==> config.mk <==
export PLATFORM = sky130hd
export DESIGN_NAME = two_four_down_counter
export DESIGN_NICKNAME = d
export VERILOG_FILES = /design/src/rtl/two_four_pkg.sv /design/src/rtl/two_four_down_counter_d_ff_sr.sv /design/src/rtl/two_four_down_counter.sv
export SDC_FILE = /design/constraint.sdc
export NUM_CORES = 1
export LEC_CHECK = 0
export ABC_AREA = 1
export BUFFER_PORTS_ARGS = -buffer_cell sky130_fd_sc_hd__buf_2
export CAP_MARGIN = 25
export CORE_AREA = 2 2 39 41
export DETAILED_ROUTE_END_ITERATION = 12
export DIE_AREA = 0 0 41 43
export PLACE_DENSITY_LB_ADDON = 0.2
export SYNTH_ARGS = -nofsm -noshare
export SYNTH_HDL_FRONTEND = slang
export SYNTH_HIERARCHICAL = 1
export SYNTH_SLANG_ARGS = --single-unit
==> constraint.sdc <==
create_clock -name clk -period 1.9 [get_ports clk]
set_input_delay 0.285 -clock clk [delete_from_list [all_inputs] [get_ports clk]]
set_output_delay 0.285 -clock clk [all_outputs]
set_load 0.05 [all_outputs]
==> src/rtl/two_four_pkg.sv <==
// Shared constants for the 2/4 step counters: step sizes and step-select encodings.
package two_four_pkg;

  localparam int unsigned STEP_SMALL = 2;
  localparam int unsigned STEP_LARGE = 4;

  localparam logic MODE_STEP2 = 1'b0;
  localparam logic MODE_STEP4 = 1'b1;

  // Maps the step-select input onto the step magnitude (3 bits covers both steps).
  function automatic logic [2:0] step_of(input logic mode);
    logic [2:0] step;
    step = 3'(STEP_SMALL);
    case (mode)
      MODE_STEP2: step = 3'(STEP_SMALL);
      MODE_STEP4: step = 3'(STEP_LARGE);
      default:    step = 3'(STEP_SMALL);
    endcase
    return step;
  endfunction

endpackage

==> src/rtl/two_four_down_counter_d_ff_sr.sv <==
// Single-bit D flip-flop with synchronous active-high reset; powers up at 0 in simulation.
module d_ff_sr (
  input  logic clk,
  input  logic rst,
  input  logic d,
  output logic q
);

  logic q_r = 1'b0;

  always_ff @(posedge clk) begin
    if (rst) q_r <= 1'b0;
    else     q_r <= d;
  end

  assign q = q_r;

endmodule

==> src/rtl/two_four_down_counter.sv <==
// Down counter stepping by 2 or 4 per enabled edge, with parallel load, hold and a
// registered one-cycle borrow pulse when the count wraps below zero.
module two_four_down_counter
  import two_four_pkg::*;
#(
  parameter int WIDTH = 4
) (
  input  logic             clk,
  input  logic             rst,
  input  logic             en,
  input  logic             x,
  input  logic             load,
  input  logic [WIDTH-1:0] load_val,
  output logic [WIDTH-1:0] count,
  output logic             z,
  output logic             zero
);

  logic [WIDTH-1:0] step;
  logic [WIDTH:0]   diff;
  logic [WIDTH-1:0] next_count;
  logic             next_z;

  assign step = WIDTH'(step_of(x));
  // Extra MSB of the widened subtraction is the borrow out of the counter.
  assign diff = {1'b0, count} - {1'b0, step};

  always_comb begin
    next_count = count;
    next_z     = 1'b0;
    if (load) begin
      next_count = load_val;
    end else if (en) begin
      next_count = diff[WIDTH-1:0];
      next_z     = diff[WIDTH];
    end
  end

  for (genvar i = 0; i < WIDTH; i++) begin : g_count_bit
    d_ff_sr u_bit (
      .clk (clk),
      .rst (rst),
      .d   (next_count[i]),
      .q   (count[i])
    );
  end

  d_ff_sr u_borrow (
    .clk (clk),
    .rst (rst),
    .d   (next_z),
    .q   (z)
  );

  assign zero = (count == '0);

endmodule
* After elaboration in Yosys (flattened, before gate mapping) *
Cells that the tools add are included.
Widths: inputs -> output; s select.

storage, ports and cells
  register bits after elaboration = 5
  latch bits = 0
  bits in writable memories = 0
  bits in read-only memories = 0
  input port bits = 9
  output and inout port bits = 6
  word-level logic and storage cells = 14
  memories kept = 0

operators by class
  $add $sub $neg = 1
  $mul = 0
  divide/modulo/power cells = 0
  magnitude comparators = 0
  eq/ne operators = 0
  shifts and indexed selects = 0
  muxes and demuxes = 3
  bitwise gates (word level) = 2
  reductions and logical operators = 3

operator list
  operator           number
  $mux 4             2
  $pmux 3 s2         1
  $sub 4x3->5        1
  $logic_not 4->1    1
  $reduce_or 3->1    1
  $not 1->1          2
  $reduce_bool 2->1  1

* Logic depth before layout (Yosys ltp) *
Gate-level depths: netlist of run 1.

  word-level depth = 5
  depth in mapped cells = 9
  gate-level depth less buffers = 9

* Cells and area by module *
The synthesis of run 1 kept the hierarchy.

by module, submodules not included
  module                 instances  cells an instance  area each (µm²)  seq. area each (µm²)
  two_four_down_counter  1          35                 172.7            0.0
  d_ff_sr                5          3                  30.0             20.0

* Worst setup path before layout of run 1 *
No wires, ideal clock.

  path kind = reg-to-output
  from = reg g_count_bit[2].u_bit.q_r
  to = out zero
  data arrival time = 1.756 ns
  required time = 1.615 ns
  slack = -0.141 ns
  stages on the path, launching flop included = 4
  buffers on the path = 0
  cell sequence = dfxtp_1 inv_1 nand2_1 nor3_1

on the way
  word-level cells in the longest chain between the ends = 1

RTL lines
  element                 line                                 text
  start, declared         two_four_down_counter_d_ff_sr.sv:9   logic q_r = 1'b0;
  start signal, assigned  two_four_down_counter_d_ff_sr.sv:12  if (rst) q_r <= 1'b0;
  start signal, assigned  two_four_down_counter_d_ff_sr.sv:13  else q_r <= d;
  $logic_not 4->1         two_four_down_counter.sv:55          assign zero = (count == '0);
  end, declared           two_four_down_counter.sv:16          output logic zero

Every way passes these cells.

* Worst setup path in the final report of run 1 *
  from = reg g_count_bit[1].u_bit.q_r
  to = reg g_count_bit[2].u_bit.q_r

on the way
  word-level cells in the longest chain between the ends = 3

RTL lines
  element                 line                                 text
  start, declared         two_four_down_counter_d_ff_sr.sv:9
  start signal, assigned  two_four_down_counter_d_ff_sr.sv:12
  start signal, assigned  two_four_down_counter_d_ff_sr.sv:13
  $sub 4x3->5             two_four_down_counter.sv:26          assign diff = {1'b0, count} - {1'b0, step};
  $mux 4                  two_four_down_counter.sv:33          end else if (en) begin
  $mux 4                  two_four_down_counter.sv:31          if (load) begin
  via next_count[2]       two_four_down_counter.sv:21          logic [WIDTH-1:0] next_count;

The timed path passes the listed nets, and every way through them passes these cells. The select of a mux whose other input is x is not followed.
A chain may end at the register's enable or synchronous reset.

==> out/metrics.csv, run 1 <==
metric,value,unit
status,finished clean,
LEAKAGE,0.267,nW
Row Count,14,
f_max,0.684,GHz
Pre-antenna DRT Iters,2,
final WL,686,µm
largest net degree at the start of global routing,7,
post-synthesis cell area,323,µm²
total setup buffers inserted after CTS,0,
RSZ-0062 raised after global routing,no,
DR WL/cell,8.17,µm
clk_lat worst skew,240,ps
DR iter-0 viols,2,
WP data arrival,1600,ps
gpl congestion,0.653,
syn_nets,62,
Routed Antenna Nets,0,
clk sinks,5,
cts bufs inserted,3,
"Hold Vio Cnt, Final",0,
maxcap violations,0,
worst clock skew,9.13,ps
CP Class,register to register,
CTS tree,built,
fin. max-slew vios,0,
reg2reg end,g_count_bit[2].u_bit/q$_SDFF_PP0_,
layout cells sized above 1,35.3,%
worst r2r src,g_count_bit[1].u_bit/q$_SDFF_PP0_,
clock transition at the registers of the reported paths,50,ps
initial antenna violation count,0,
Root Driver,clkbuf_4,
Worst IR Drop VDD,199,µV
period utilisation layout,77.0,%
Cell Pwr Density,778,mW/mm²
WHS Path Cells,2,
startpoint types,register,
DR vias,338,
FILL cells,160,
die area,0.00176,mm²
Post-Syn Instances,50,
Yosys reg bits,5,
min cycle time layout,1460,ps
setup TNS,0,ps
Die Y,43,µm
max_slew headroom,83.4,%
"Avg Cell Area, Syn",6.46,µm²
DRC errors left,0,
htree depth,1,
Port Buffers,14,
diode count,0,
first-pass GRT wire length,1100,µm
Max clock buf depth,2,
Tightest Hold Check Type,primary input to register,
crit path capture type,register,
vias in the first global route,315,
critical-path maximum fanout,3,
worst reg2reg setup slack,440,ps
"Seq/Total Area, Yosys",31.0,%
cts hold-fix bufs,0,
Post-CTS Resized,0,
Layout Nets,81,
# setup viols final,0,
Area Growth Syn to Fin,38.0,%
Worst Hold Path EP,g_count_bit[2].u_bit/q$_SDFF_PP0_,
chip width,41,µm
GRT Total Usage,9.35,%
# IOs,15,
vias per cell,4.02,
post-route insts no fill,84,
CORE AREA,0.00138,mm²
post-synthesis cell type count,9,
Worst Hold Launch,rst,
warnings from Yosys,6,
Register-to-Register Path Depth,8,
CP Data Required Time,2040,ps
DPL Wire Length,599,µm
Initial Util,23.3,%
Worst Tran Pin Value,250,ps
grt ovf,0,
Placed Cells,80,
cell usage after synthesis:
library cell  number  area share [%]
dfxtp_1            5              31
fa_1               1             6.2
ha_1               2             7.8
inv_1             12              14
nand2_1           16              19
nand3_1            5             7.8
nor2_1             3             3.5
nor2_2             5             9.7
nor3_1             1             1.5
cell type report:
class                           instances  area (µm²)  share of cell area [%]
Clock buffer                            3        22.5                    5.06
Multi-Input combinational cell         33         183                    41.0
Inverter                               12        45.0                    10.1
Tap cell                               16        20.0                    4.49
Sequential cell                         5         100                    22.5
Clock inverter                          1        5.00                    1.12
Timing Repair Buffer                   14        70.1                    15.7
cells by family (layout without fill, tap and decap cells):
kind of cell	after synthesis	after routing	share of synthesized area [%]
adder cells (fa/ha/maj)	3	3	14.0
buffers and inverters	12	30	14.0
flip-flops	5	5	31.0
AND/OR/NAND/NOR	30	30	41.1
state kept, by name, summed over array words and instances (netlist names):
signal               flops
g_count_bit.u_bit/q      4
u_borrow/q               1
critical path, stage by stage, from the launching register on:
cell and delay, ps:
dfxtp_1 320, inv_1 80, ha_1 210, fa_1 490, nand2_1 50, nand3_1 70
nand2_1 50, inv_1 60, nor2_2 30
cells in the final DEF (no fill, tap or decap):
cell type	n
nand2_1	16
buf_2	14
inv_1	12
nand3_1	5
nor2_2	5
dfxtp_1	5
nor2_1	3
clkbuf_4	3
ha_1	2
nor3_2	1
fa_1	1
clkinv_2	1
metrics by stage:
step	total power [mW]	util [%]	hold WS (ps)	worst slack, ps	area (µm²)
4_1_cts	0.354	32.2	290	424	445
6_report	0.346	32.2	297	437	445
3_3_place_gp	0.227	30.2	551	355	418
3_5_place_dp	0.229	30.2	551	345	418
2_1_floorplan	0.196	-	352	120	328
5_1_grt	0.375	32.2	288	339	445
report_power, final:
| group | leakage, nW | switching (mW) | internal [mW] | total [mW] |
|---|---|---|---|---|
| Clock | 0.0177 | 0.0458 | 0.0763 | 0.122 |
| Sequential | 0.0413 | 0.00508 | 0.112 | 0.117 |
| Combinational | 0.208 | 0.0740 | 0.0332 | 0.107 |
how the worst max path moves through the flow:
stage	to	startpoint	slack, ps	depth (start not counted)
after floorplan	g_count_bit[2].u_bit/q$_SDFF_PP0_	g_count_bit[1].u_bit/q$_SDFF_PP0_	120	8
after global placement	g_count_bit[2].u_bit/q$_SDFF_PP0_	x	350	9
after detailed placement	g_count_bit[2].u_bit/q$_SDFF_PP0_	x	350	9
final	g_count_bit[2].u_bit/q$_SDFF_PP0_	g_count_bit[1].u_bit/q$_SDFF_PP0_	440	8
after CTS	g_count_bit[2].u_bit/q$_SDFF_PP0_	g_count_bit[1].u_bit/q$_SDFF_PP0_	420	8
after global routing	g_count_bit[2].u_bit/q$_SDFF_PP0_	g_count_bit[1].u_bit/q$_SDFF_PP0_	340	8
layer usage:
metal	share of wire, %	vias up	wire [µm]	GRT usage [%]
li1	-	182	-	-
met1	43	149	292	9.35
met5	0	-	0	0
met4	0	0	0	8.00
met3	2.9	0	20	1.57
met2	54	7	373	15.3
Power figures use the tool's default switching activity.
==> run 2: changes to the inputs <==
- ABC_AREA: 1 -> 0
- clock period: 1.9 -> 1.3 ns (I/O delays scaled with it)
==> run 2 against run 1 <==
Via count fell by 8.3%. The flow now finishes with violations (negative setup slack). Routed wire length rose by 12%. Synthesized cell count fell by 32%. Clock-buffer cell count rose by 1. Non-clock buffer count rose by 6. Critical path depth fell by 2. Combinational power rose by 110%. First-iteration DRC count fell by 100%. Core utilization rose by 10 points. Die area did not move. Critical endpoint is now g_count_bit[3].u_bit/q$_SDFF_PP0_.
==> out/metrics.csv, run 2 <==
metric,value,unit,change
status,"finished, violations left",,was finished clean
failing checks,negative setup slack,,
f_max,0.623,GHz,was 0.684 GHz
Initial Util,25.4,%,was 23.3%
number of synthesized flops with an enable pin,0,,unchanged
diode count,0,,unchanged
Pre-antenna DRT Iters,1,,was 2
Max clock buf depth,2,,unchanged
htree depth,1,,unchanged
"commonest non-fill, non-tap cell in the layout",buf_2,,was nand2_1
Row Count,14,,unchanged
DR WL/cell,10.6,µm,was 8.17 µm
post-route insts no fill,73,,was 84
"Avg Cell Area, Syn",10.3,µm²,was 6.46 µm²
Post-Syn Instances,34,,was 50
Layout Nets,70,,was 81
met3 routed WL,41,µm,was 20 µm
clk sinks,5,,unchanged
crit path capture type,register,,unchanged
period utilisation layout,123,%,was 77.0%
met2 wire length,424,µm,was 373 µm
CORE AREA,0.00138,mm²,unchanged
initial antenna violation count,0,,unchanged
post-synthesis cell area,352,µm²,was 323 µm²
setup TNS,-710,ps,was 0 ps
Synth area leaders,"dfxtp_1 28%, nor2b_4 20%, ha_1 7.1%, fa_1 5.7%, inv_1 4.3%",,"was dfxtp_1 31%, nand2_1 19%, inv_1 14%, nor2_2 9.7%, ha_1 7.8%"
Worst Tran Pin Value,256,ps,was 250 ps
Root Driver,clkbuf_4,,unchanged
"Seq/Total Area, Yosys",28.5,%,was 31.0%
cts bufs inserted,3,,unchanged
Worst IR Drop VDD,540,µV,was 199 µV
Yosys reg bits,5,,unchanged
layout cells sized above 1,75.4,%,was 35.3%
post-synthesis cell type count,17,,was 9
min cycle time layout,1600,ps,was 1460 ps
gpl congestion,0.632,,was 0.653
final setup margin,-305,ps,was 437 ps
LEAKAGE,0.269,nW,was 0.267 nW
CP Class,register to register,,unchanged
# setup viols final,4,,was 0
post-synth top area cell,dfxtp_1,,unchanged
final WL,771,µm,was 686 µm
first-pass GRT wire length,1180,µm,was 1100 µm
CTS tree,built,,unchanged
DR vias,310,,was 338
GRT Total Usage,10.4,%,was 9.35%
chip width,41,µm,unchanged
DPL Wire Length,604,µm,was 599 µm
Cell Pwr Density,970,mW/mm²,was 778 mW/mm²
maxcap violations,0,,unchanged
"Hold Vio Cnt, Final",0,,unchanged
area share of the largest cell type after synthesis,28.5,%,was 31.0%
RSZ-0062 raised after global routing,yes,,was no
warnings from Yosys,6,,unchanged
max_slew headroom,82.9,%,was 83.4%
Area Growth Syn to Fin,66.5,%,was 38.0%
vias per cell,4.25,,was 4.02
clock transition at the registers of the reported paths,40,ps,was 50 ps
# IOs,15,,unchanged
CP Data Required Time,1420,ps,was 2040 ps
vias in the first global route,299,,was 315
DRC errors left,0,,unchanged
Largest register FFs,4,,unchanged
overall power,0.568,mW,was 0.346 mW
Tightest Hold Check Type,primary input to register,,unchanged
Die Y,43,µm,unchanged
die area,0.00176,mm²,unchanged
crit path from,g_count_bit[1].u_bit/q$_SDFF_PP0_,,unchanged
startpoint types,register,,unchanged
fin. max-slew vios,0,,unchanged
largest net degree at the start of global routing,8,,was 7
syn_nets,46,,was 62
max layer used,met3,,unchanged
Port Buffers,14,,unchanged
grt ovf,0,,unchanged
Placed Cells,68,,was 80
Worst Hold Launch,rst,,unchanged
DR iter-0 viols,0,,was 2
worst r2r src,g_count_bit[1].u_bit/q$_SDFF_PP0_,,unchanged
DRT met1 WL,305,µm,was 292 µm
clk_lat worst skew,230,ps,was 240 ps
critical-path maximum fanout,2,,was 3
WP data arrival,1730,ps,was 1600 ps
cts hold-fix bufs,0,,unchanged
predominant post-synthesis flop cell,dfxtp_1,,unchanged
"FFs w/ async S/R, synth",0,%,unchanged
worst clock skew,0.784,ps,was 9.13 ps
Routed Antenna Nets,0,,unchanged
Commonest cells post-synth,"5 x dfxtp_1, 5 x nor2b_4, 4 x inv_1",,"was 16 x nand2_1, 12 x inv_1, 5 x dfxtp_1, 5 x nand3_1, 5 x nor2_2"
most frequent cells in the layout,"13 x buf_2, 5 x nor2b_4, 5 x buf_4",,"was 16 x nand2_1, 14 x buf_2, 12 x inv_1"
run 2: cell count changes after synthesis, sizes merged, moves of 2 or more:
cell and change:
nor2b +5, nor2 -6, nand3 -5, and2 +2, o31ai +2, nand2 -13, inv -8
run 2: final cells by class:
| cell class | instances | area [µm²] |
|---|---|---|
| sequential | 5 | 108 |
| multi-input combinational | 24 | 292 |
| timing repair buffer | 20 | 125 |
| clock buffer | 4 | 26.3 |
| fill | 141 | 798 |
| inverter | 4 | 15.0 |
| tap | 16 | 20.0 |
run 2: worst max-delay path, cell delays in order (launching register included):
cell and delay [ps]:
dfxtp_4 340, inv_2 40, ha_4 150, fa_2 340, and4bb_2 220, a221o_2 290
nor2b_4 120
run 2: through the flow:
step           hold slack [ps]  area, µm²  setup WS (ps)  utilization, %
3_3_place_gp               511        497           -318            35.9
5_1_grt                    285        586           -344            42.3
4_1_cts                    284        566           -314            40.9
3_5_place_dp               533        497           -317            35.9
2_1_floorplan              250        380           -399               -
6_report                   294        586           -305            42.3
run 2: worst paths after layout:
path | to | slack, ps | depth (start not counted)
max | g_count_bit[3].u_bit/q$_SDFF_PP0_ | -300 | 6
min | g_count_bit[0].u_bit/q$_SDFF_PP0_ | 290 | 2
min reg2reg | g_count_bit[0].u_bit/q$_SDFF_PP0_ | 700 | 2
max reg2reg | g_count_bit[3].u_bit/q$_SDFF_PP0_ | -300 | 6
run 2: what timing repair did:
item,4_1_cts,5_1_grt
setup endpoints to repair,4,4
endpoints found under the hold margin,0,0
buffers inserted,1,0
resized for setup,7,4
pin swaps,2,4
run 2: power by group:
part / switching [mW] / internal, mW / total, mW
combinational: 0.117 / 0.104 / 0.221
sequential: 0.00943 / 0.164 / 0.173
clock: 0.0582 / 0.116 / 0.174
run 2: routing by layer:
metal	vias to the layer above	GRT usage, %
met4	0	6.00
met2	8	16.6
li1	161	-
met5	-	0
met1	141	11.3
met3	0	3.14
run 2: logic make-up after synthesis:
kind of cell | Yosys count | share of synthesized area (%)
and+or+nand+nor | 16 | 39.1
buffers and inverters | 5 | 7.47
DFF | 5 | 28.5
AOI/OAI and AO/OA | 4 | 8.89
adders and majority gates | 3 | 12.8
muxes | 1 | 3.20
==> run 3: changes to the inputs <==
==> constraint.sdc (replaced) <==
create_clock -name clk -period 1.3 [get_ports clk]
set_input_delay 0.195 -clock clk [delete_from_list [all_inputs] [get_ports clk]]
set_output_delay 0.195 -clock clk [all_outputs]
set_load 0.02 [all_outputs]
==> run 3 against run 2 <==
Routed wire length is 1.9% higher. First-iteration DRC count stayed put. Highest routed layer unchanged. Final cell count is 1.4% lower. The run still ends with negative setup slack left. Combinational power is 17% lower.
==> out/metrics.csv, run 3 (synthesis gave the netlist of run 2 again) <==
metric,value,unit,change
register area,105,µm²,was 108 µm²
share of power burned in registers,33.1,%,was 30.5%
cell internal pwr,0.379,mW,was 0.384 mW
RSZ-0062 raised after global routing,yes,,unchanged
CTS tree,built,,unchanged
Pre-antenna DRT Iters,1,,unchanged
"commonest non-fill, non-tap cell in the layout",buf_2,,unchanged
WP data arrival,1740,ps,was 1730 ps
part of the power in combinational logic,34.8,%,was 38.9%
Layout Nets,69,,was 70
Die Y,43,µm,unchanged
chip width,41,µm,unchanged
overall power,0.527,mW,was 0.568 mW
Row Count,14,,unchanged
Cell Pwr Density,921,mW/mm²,was 970 mW/mm²
final setup margin,-322,ps,was -305 ps
setup TNS,-613,ps,was -710 ps
period utilisation layout,125,%,was 123%
failing checks,negative setup slack,,unchanged
total setup buffers inserted after CTS,0,,was 1
Max clock buf depth,2,,unchanged
vias in the first global route,336,,was 299
clk sinks,5,,unchanged
Worst IR Drop VDD,552,µV,was 540 µV
cts bufs inserted,3,,unchanged
htree depth,1,,unchanged
Worst Tran Pin Value,243,ps,was 256 ps
critical-path maximum fanout,2,,unchanged
# setup viols final,4,,unchanged
grt ovf,0,,unchanged
fin. max-slew vios,0,,unchanged
Placed Cells,68,,unchanged
max_slew headroom,83.8,%,was 82.9%
DPL Wire Length,607,µm,was 604 µm
DP Worst Slack,-349,ps,was -317 ps
vias per cell,4.22,,was 4.25
crit path capture type,register,,unchanged
Routed Antenna Nets,0,,unchanged
post-route insts no fill,72,,was 73
status,"finished, violations left",,unchanged
final WL,786,µm,was 771 µm
# IOs,15,,unchanged
min cycle time layout,1620,ps,was 1600 ps
"Hold Vio Cnt, Final",0,,unchanged
cts hold-fix bufs,0,,unchanged
initial antenna violation count,0,,unchanged
die area,0.00176,mm²,unchanged
placed cell area,488,µm²,was 497 µm²
Tightest Hold Check Type,primary input to register,,unchanged
P_sw,0.148,mW,was 0.184 mW
DR iter-0 viols,0,,unchanged
DRC errors left,0,,unchanged
CP Class,register to register,,unchanged
CORE AREA,0.00138,mm²,unchanged
GRT Total Usage,11.2,%,was 10.4%
Largest register FFs,4,,unchanged
clk_lat worst skew,230,ps,about the same
sw frac,28.0,%,was 32.5%
f_max,0.616,GHz,was 0.623 GHz
layout cells sized above 1,75.0,%,was 75.4%
Final Core Density,41.3,%,was 42.3%
Finished Cell Area,572,µm²,was 586 µm²
startpoint types,register,,unchanged
LEAKAGE,0.262,nW,was 0.269 nW
DR WL/cell,10.9,µm,was 10.6 µm
footprint of the multi-input gates,292,µm²,unchanged
Initial Util,25.4,%,unchanged
gpl congestion,0.611,,was 0.632
FILL cells,145,,was 141
clock transition at the registers of the reported paths,40,ps,about the same
largest net degree at the start of global routing,8,,unchanged
Clock power frac,32.1,%,was 30.6%
Root Driver,clkbuf_4,,unchanged
most frequent cells in the layout,"13 x buf_2, 5 x nor2b_4, 5 x buf_4",,unchanged
worst clock skew,0.278,ps,was 0.784 ps
first-pass GRT wire length,1330,µm,was 1180 µm
CP Data Required Time,1420,ps,about the same
Area Growth Syn to Fin,62.6,%,was 66.5%
maxcap violations,0,,unchanged
WHS,288,ps,was 294 ps
DR vias,304,,was 310
Port Buffers,14,,unchanged
diode count,0,,unchanged
run 3: cell types whose count changed in the layout (fill, tap and decap cells not counted), sizes merged:
| cell | change |
|---|---|
| buf | -1 |
run 3: path summary, 6_finish.rpt:
kind / startpoint / end / slack, ps / cells past startpoint
worst max-delay path: g_count_bit[1].u_bit/q$_SDFF_PP0_ / g_count_bit[3].u_bit/q$_SDFF_PP0_ / -320 / 6
worst min-delay path: rst / g_count_bit[1].u_bit/q$_SDFF_PP0_ / 290 / 2
worst max register to register: g_count_bit[1].u_bit/q$_SDFF_PP0_ / g_count_bit[3].u_bit/q$_SDFF_PP0_ / -320 / 6
worst min register to register: g_count_bit[0].u_bit/q$_SDFF_PP0_ / g_count_bit[0].u_bit/q$_SDFF_PP0_ / 690 / 2
run 3: final cells by class:
class	count	share of cell area [%]
multi-input combinational	24	51.0
tap	16	3.50
inverter	4	2.63
timing repair buffer	19	19.9
clock buffer	4	4.60
sequential	5	18.4
run 3: power groups by stage:
stage | Clock [mW] | Combinational, mW | Sequential, mW
after floorplan | 0 | 0.0763 | 0.188
after global placement | 0 | 0.148 | 0.174
after detailed placement | 0 | 0.148 | 0.174
after CTS | 0.177 | 0.169 | 0.173
after global routing | 0.182 | 0.198 | 0.175
final | 0.169 | 0.183 | 0.174
run 3: worst max-delay path, cell delays in order (launching register included):
cell,delay (ps)
dfxtp_4,340
inv_2,40
ha_4,150
fa_2,340
and4bb_2,230
a221o_2,290
nor2b_4,120
run 3: layer usage:
| layer | wire [µm] | GRT usage, % | share of wire (%) |
|---|---|---|---|
| met2 | 431 | 19.1 | 55 |
| met5 | 0 | 0 | 0 |
| met4 | 0 | 6.00 | 0 |
| met1 | 331 | 12.3 | 42 |
| met3 | 24 | 1.57 | 3.1 |
run 3: timing repair:
| action | 4_1_cts | 5_1_grt |
|---|---|---|
| endpoints found under the setup margin | 4 | 4 |
| gates resized for setup | 7 | 4 |
| pin swaps | 2 | 1 |
